**src/rtl/uart_pkg.sv**
```systemverilog
// Shared UART definitions: receiver state encoding and oversampling constants.
package uart_pkg;

  typedef enum logic [1:0] {IDLE, START, DATA, STOP} rx_state_t;

  localparam int OVERSAMPLE = 16;
  localparam int START_MID  = 7;

endpackage

```
**src/rtl/sync_2ff.sv**
```systemverilog
// Two-flop synchronizer for asynchronous input pins, with a selectable reset level.
module sync_2ff #(
  parameter logic RST_VAL = 1'b1
) (
  input  logic clk,
  input  logic reset,
  input  logic d,
  output logic q
);

  logic meta;

  always_ff @(posedge clk) begin
    if (!reset) begin
      meta <= RST_VAL;
      q    <= RST_VAL;
    end else begin
      meta <= d;
      q    <= meta;
    end
  end

endmodule

```
**src/rtl/uart_rx.sv**
```systemverilog
// UART receiver: 16x oversampled, LSB-first frames into parallel words with
// a one-cycle done strobe and stop-bit error flag.
module uart_rx
  import uart_pkg::*;
#(
  parameter int DBIT    = 8,
  parameter int SB_TICK = 16
) (
  input  logic            clk,
  input  logic            reset,
  input  logic            rx,
  input  logic            s_tick,
  output logic [DBIT-1:0] dout,
  output logic            rx_done_tick,
  output logic            frame_err
);

  // Tick counter must reach both 15 (data bits) and SB_TICK-1 (stop bit).
  localparam int SW = ($clog2(SB_TICK) > 4) ? $clog2(SB_TICK) : 4;
  localparam int NW = ($clog2(DBIT) > 1) ? $clog2(DBIT) : 1;

  localparam logic [SW-1:0] S_MID      = SW'(START_MID);
  localparam logic [SW-1:0] S_BIT_END  = SW'(OVERSAMPLE - 1);
  localparam logic [SW-1:0] S_STOP_END = SW'(SB_TICK - 1);
  localparam logic [NW-1:0] N_LAST     = NW'(DBIT - 1);

  rx_state_t       state, state_next;
  logic [SW-1:0]   s_cnt, s_cnt_next;
  logic [NW-1:0]   n_cnt, n_cnt_next;
  logic [DBIT-1:0] b_reg, b_next;
  logic [DBIT-1:0] dout_next;
  logic            done_next, ferr_next;
  logic            rx_s;

  sync_2ff #(.RST_VAL(1'b1)) u_sync (
    .clk   (clk),
    .reset (reset),
    .d     (rx),
    .q     (rx_s)
  );

  always_ff @(posedge clk) begin
    if (!reset) begin
      state        <= IDLE;
      s_cnt        <= '0;
      n_cnt        <= '0;
      b_reg        <= '0;
      dout         <= '0;
      rx_done_tick <= 1'b0;
      frame_err    <= 1'b0;
    end else begin
      state        <= state_next;
      s_cnt        <= s_cnt_next;
      n_cnt        <= n_cnt_next;
      b_reg        <= b_next;
      dout         <= dout_next;
      rx_done_tick <= done_next;
      frame_err    <= ferr_next;
    end
  end

  always_comb begin
    state_next = state;
    case (state)
      IDLE:  if (!rx_s) state_next = START;
      START: if (s_tick && s_cnt == S_MID) state_next = rx_s ? IDLE : DATA;
      DATA:  if (s_tick && s_cnt == S_BIT_END && n_cnt == N_LAST) state_next = STOP;
      STOP:  if (s_tick && s_cnt == S_STOP_END) state_next = IDLE;
      default: state_next = IDLE;
    endcase
  end

  // Outputs are computed here and registered, so they all move on the edge
  // that closes the stop-bit sampling tick cycle.
  always_comb begin
    s_cnt_next = s_cnt;
    n_cnt_next = n_cnt;
    b_next     = b_reg;
    dout_next  = dout;
    done_next  = 1'b0;
    ferr_next  = frame_err;
    case (state)
      IDLE: begin
        if (!rx_s) s_cnt_next = '0;
      end
      START: begin
        if (s_tick) begin
          if (s_cnt == S_MID) begin
            s_cnt_next = '0;
            n_cnt_next = '0;
          end else begin
            s_cnt_next = s_cnt + 1'b1;
          end
        end
      end
      DATA: begin
        if (s_tick) begin
          if (s_cnt == S_BIT_END) begin
            s_cnt_next = '0;
            b_next     = {rx_s, b_reg[DBIT-1:1]};
            if (n_cnt != N_LAST) n_cnt_next = n_cnt + 1'b1;
          end else begin
            s_cnt_next = s_cnt + 1'b1;
          end
        end
      end
      STOP: begin
        if (s_tick) begin
          if (s_cnt == S_STOP_END) begin
            done_next = 1'b1;
            ferr_next = ~rx_s;
            dout_next = b_reg;
          end else begin
            s_cnt_next = s_cnt + 1'b1;
          end
        end
      end
      default: ;
    endcase
  end

endmodule

```
**config.mk**
```make
export PLATFORM = sky130hd
export DESIGN_NAME = uart_rx
export DESIGN_NICKNAME = d
export VERILOG_FILES = /design/src/rtl/uart_pkg.sv /design/src/rtl/sync_2ff.sv /design/src/rtl/uart_rx.sv
export SDC_FILE = /design/constraint.sdc
export NUM_CORES = 1
export LEC_CHECK = 0
export ABC_AREA = 1
export CORE_UTILIZATION = 55
export DETAILED_ROUTE_END_ITERATION = 16
export MAX_ROUTING_LAYER = met4
export PLACE_DENSITY_LB_ADDON = 0.2
export SYNTH_ARGS = -nofsm -noshare
export SYNTH_HDL_FRONTEND = slang
export SYNTH_HIERARCHICAL = 1
export SYNTH_SLANG_ARGS = --single-unit
```
**constraint.sdc**
```tcl
create_clock -name clk -period 2.85 [get_ports clk]
set_input_delay 0.4275 -clock clk [delete_from_list [all_inputs] [get_ports clk]]
set_output_delay 0.4275 -clock clk [all_outputs]
set_load 0.02 [all_outputs]
```
Word level (Yosys, flattened, before mapping)
Index checks and enable logic that the tools add are counted.

cells by class
  bitwise gates (word level) = 1
  mux-type cells = 21
  equality and inequality tests = 18
  add/subtract/negate cells = 2
  reduce and logical (&&, ||, !) cells = 11

operators with widths
  cell                                                                    number
  4-bit 2-to-1 mux                                                        7
  2-bit inequality test (second input constant)                           11
  4-bit one-hot mux with 4 select lines                                   1
  3-bit 2-to-1 mux                                                        5
  2-bit 2-to-1 mux                                                        5
  3-bit AND reduction                                                     3
  2-bit one-hot mux with 4 select lines                                   1
  3-bit one-hot mux with 2 select lines                                   1
  6-bit AND reduction                                                     1
  5-bit AND reduction                                                     1
  4-bit by 1-bit adder with 4-bit output (second input constant)          1
  2-bit equality test (second input constant)                             2
  4-bit by 3-bit equality test with 1-bit output (second input constant)  1
  4-bit equality test (second input constant)                             1
  4-bit AND reduction                                                     1
  3-bit by 1-bit adder with 3-bit output (second input constant)          1
  3-bit equality test (second input constant)                             1
  1-bit logical AND                                                       3
  3-bit inequality test (second input constant)                           1
  2-bit by 1-bit equality test with 1-bit output (second input constant)  1
  2-bit logical NOT                                                       1
  2-bit nonzero test                                                      1
  1-bit 2-to-1 mux                                                        1
  1-bit inverter                                                          1

storage, ports and cells
  word-level logic and storage cells = 62
  flip-flop bits (word level) = 29
  bits of input ports = 4

Logic depth before layout (Yosys ltp)
  word-level depth = 5
  gate-level depth with buffers = 10
  gate-level depth less buffers = 10

Modules after synthesis
Netlist, hierarchy kept.

modules (own cells, without submodules)
  module    times used  seq. area each (sq um)  area each (sq um)  cells an instance
  uart_rx   1           540.5                   1187.4             157
  sync_2ff  1           40.0                    55.1               6

Worst setup path before layout
No wires, ideal clock.

  path kind = reg-to-reg
  from = reg s_cnt[0]
  to = reg n_cnt[1]
  stages on the path, launching flop included = 11
  library setup time = 0.119 ns
  path slack = 1.519 ns
  buffers on the path = 0
  period minus slack after synthesis = 1.331 ns
  data required time = 2.731 ns
  arrival = 1.213 ns
  cell sequence = dfxtp_1 -> ha_1 -> nand2_1 -> inv_1 -> nand2_1 -> nand2_1 -> nand2_2 -> nor2_4 -> nand2_1 -> o21ai_1 -> nor2_1

on the way
  cells in the longest elaborated chain, start to end = 3
  elaborated cells on any way between the ends = 5
  those cells by class = eq/ne: 4; reduce/logical: 1

ends and longest elaborated chain
  what                                                                                   line                          RTL
  start: declaration                                                                     uart_rx.sv:28                 logic [SW-1:0] s_cnt, s_cnt_next;
  start signal: assignment                                                               uart_rx.sv:53                 s_cnt <= s_cnt_next;
  4-bit equality test or 4-bit by 3-bit equality test with 1-bit output (tied branches)  uart_rx.sv:98, uart_rx.sv:88
  2-bit inequality test (no source line)                                                 --
  6-bit AND reduction (no source line) *                                                 --
  end signal: assignment                                                                 uart_rx.sv:54                 n_cnt <= n_cnt_next;
  end: declaration                                                                       uart_rx.sv:29                 logic [NW-1:0] n_cnt, n_cnt_next;

Mark *: on every way between the ends. The rest lies on a longest branch, timed or not.
A chain may end at the register's enable or synchronous reset.

Final worst setup path
  from = reg dout[1]
  to = out dout[1]

RTL lines
  what                      line           RTL
  start: declaration        uart_rx.sv:13  output logic [DBIT-1:0] dout,
  start signal: assignment  uart_rx.sv:56  dout <= dout_next;

No word-level cell between the ends.

==> flow_summary.toml <==
[synth]
synth_area_um2 = 1240
postSynthCellCount = 163
syn-num-nets = 170
synth_top_cells_by_count = "40 x nor2_1, 29 x dfxtp_1, 19 x nand2_1"
ys_types = 24
ys.flop_type = "dfxtp_1"
synth_top_area_frac = 0.467
synth_enable_flop_cells = 0
synthArstFlopShare = 0
ys_ff_latch = 29
synth_most_common_cell = "nor2_1"
syn_area_per_cell_um2 = 7.62
ys_seq_area_frac = 0.467
yosys_warnings = 6
synth_area_leader_cell = "dfxtp_1"
yosys-top-cells-area = "dfxtp_1 47%, nor2_1 12%, nand2_1 5.7%, o21ai_1 4.8%, a21oi_1 3.6%"

[worst_setup_path]
cp_slowest_stage_delay_ns = 0.61
critPathMaxFanout = 2
crit_chain = "clkdlybuf4s50_1"
slowest_stage = "clkdlybuf4s50_1"
worst-path-buf-inv = 1
crit_path_start_kind = "register"
crit_type = "register to output port"
cp_data_arrival_time_ns = 1.26
cp.required_ns = 2.42
cp_top_family = "buffers and inverters"
cp-end-kind = "output port"

[routing]
viasPerCell = 4.98
wire_per_inst_um = 10.8
routed_wl_um = 2240
antenna_left = 0
initialDrtViolationCount = 14
dr.pass1.iters = 4
drc = 0
vias = 1030

[floorplan]
io_pins = 14
core_area_um2 = 2040
die_w_um = 49.5
die_h_um = 49.5
core.rowCount = 16
start_util = 0.608
dieArea_um2 = 2450

[placed_design]
portBuffers = 13
dp_cells = 200
hpwl_um = 1650
routabilityCongestion = 0.850

[global_routing]
grtUsageMet1 = 0.245
grt_pass1_wl_um = 3920
antenna_found_initial = 0
grt_overflow = 0
grt_usage = 0.223
grt_use_met3 = 0.0741
grt_pass1_vias = 946
grt_start_max_net_pins = 24
busiest_layer = "met2"
grt_use_met2 = 0.358

[timing]
timing.fmax_mhz = 591
skew_ns = 0.00601
slew_violations = 0
setup_viol = 0
fin_tns_setup_ns = 0
rsz0062_at_grt = "no"
fin_crit_ns = 1.69
worstMarginPinSlew_ns = 0.665
relSlewSlack = 0.555
fin_crit_sh = 0.593
hold_viol = 0

[pwr]
sequentialPowerShare = 0.569
powerDensity_nw_per_um2 = 518
clkPwrFrac = 0.316
p_sw_uw = 185
p_leak_uw = 0.000656
p_int_uw = 561
ir_worst_vdd_mv = 0.418
pwr-share-comb = 0.115
swShare = 0.248

[cts]
cts_tree = "built"
cts_setup_buffers = 0
path_clk_slew_ns = 0.08
cts_hold_buf = 0
clock_sinks = 29
cts_max_level = 2
cts_buffers = 5
ctsResizeCount = 0
clk_latency_ns = 0.31
cts_buffer_depth = 2
cts-root-buf = "clkbuf_4"

[finish]
fillers = 181
diodes = 0
final_cells = 207
layout-drive-gt1-share = 0.156
area_delta_synth_final_pct = 16.1
fin_nets = 187

[status]
status = "completed"

[hold_path]
hold_path.class = "register to register"

[flow_run]
cap_viol_max_count = 0
## cell usage in the layout (no fill, tap or decap)
cell type | Yosys | final
nor3_1 | 2 | 2
inv_2 | 6 | 6
nor2_1 | 40 | 40
dfxtp_1 | 29 | 29
nand2_4 | 1 | 1
nand3_2 | 1 | 1
nor2_2 | 3 | 3
nand4_1 | 1 | 1
o21ai_1 | 12 | 12
a21oi_1 | 9 | 9
o21bai_1 | 1 | 1
nand2_1 | 19 | 19
nand2_2 | 6 | 6
inv_1 | 7 | 7
o21ai_2 | 2 | 2
ha_1 | 3 | 3
clkbuf_1 | 1 | 1
o21ai_0 | 8 | 8
nand3_1 | 5 | 5
clkbuf_8 | 0 | 1
clkbuf_4 | 0 | 5
clkdlybuf4s50_1 | 0 | 13
nor2_4 | 3 | 3
clkinv_1 | 1 | 1
xor2_1 | 1 | 1
## cells by family after synthesis
| family | share of synthesized area |
|---|---|
| compound gates | 0.137 |
| xor+xnor | 0.00705 |
| fa+ha+maj | 0.0302 |
| buf+inv | 0.0574 |
| flops | 0.467 |
| simple gates | 0.301 |
## stage by stage
stage	setup WS, ns	power (uW)	instance area [um^2]	hold WS [ns]	utilization
after floorplan	1.52	501	1240	0.380	-
after global placement	1.01	517	1390	0.382	0.680
after detailed placement	0.958	520	1390	0.397	0.680
after CTS	1.14	757	1440	0.415	0.706
after global routing	0.997	789	1440	0.467	0.706
final	1.16	747	1440	0.412	0.706
## cell type report
class | count | area, um^2 | area share
multi-input combinational | 117 | 591 | 0.409
sequential | 29 | 581 | 0.402
timing repair buffer | 13 | 130 | 0.0902
clock buffer | 7 | 55.1 | 0.0382
inverter | 14 | 52.6 | 0.0364
tap | 27 | 33.8 | 0.0234
## worst paths after layout
kind,cells after the start,start,slack (ns),end
worst max-delay path,1,dout[1],1.16,dout[1]
worst min-delay path,2,u_sync/meta,0.41,u_sync/q
worst max register to register,8,s_cnt[0],1.23,dout[7]
worst min register to register,2,u_sync/meta,0.41,u_sync/q
## power groups by stage
stage               Clock [uW]  Sequential (uW)  Combinational (uW)
floorplan                    0              432                68.9
global placement             0              435                82.3
detailed placement           0              435                85.3
CTS                        246              425                85.8
global route               263              427                99.5
finish                     236              425                85.7
## tightest hold or removal path, stage by stage (launching register included)
cell and delay [ns]:
dfxtp_1 0.31, inv_1 0.03, nand2_1 0.04
## layer usage
metal	up-vias	wire [um]
li1	557	-
met1	454	979
met2	15	1140
met3	4	74
met4	0	43
met5	-	0
Note: power is estimated with default switching activity, not from simulation.
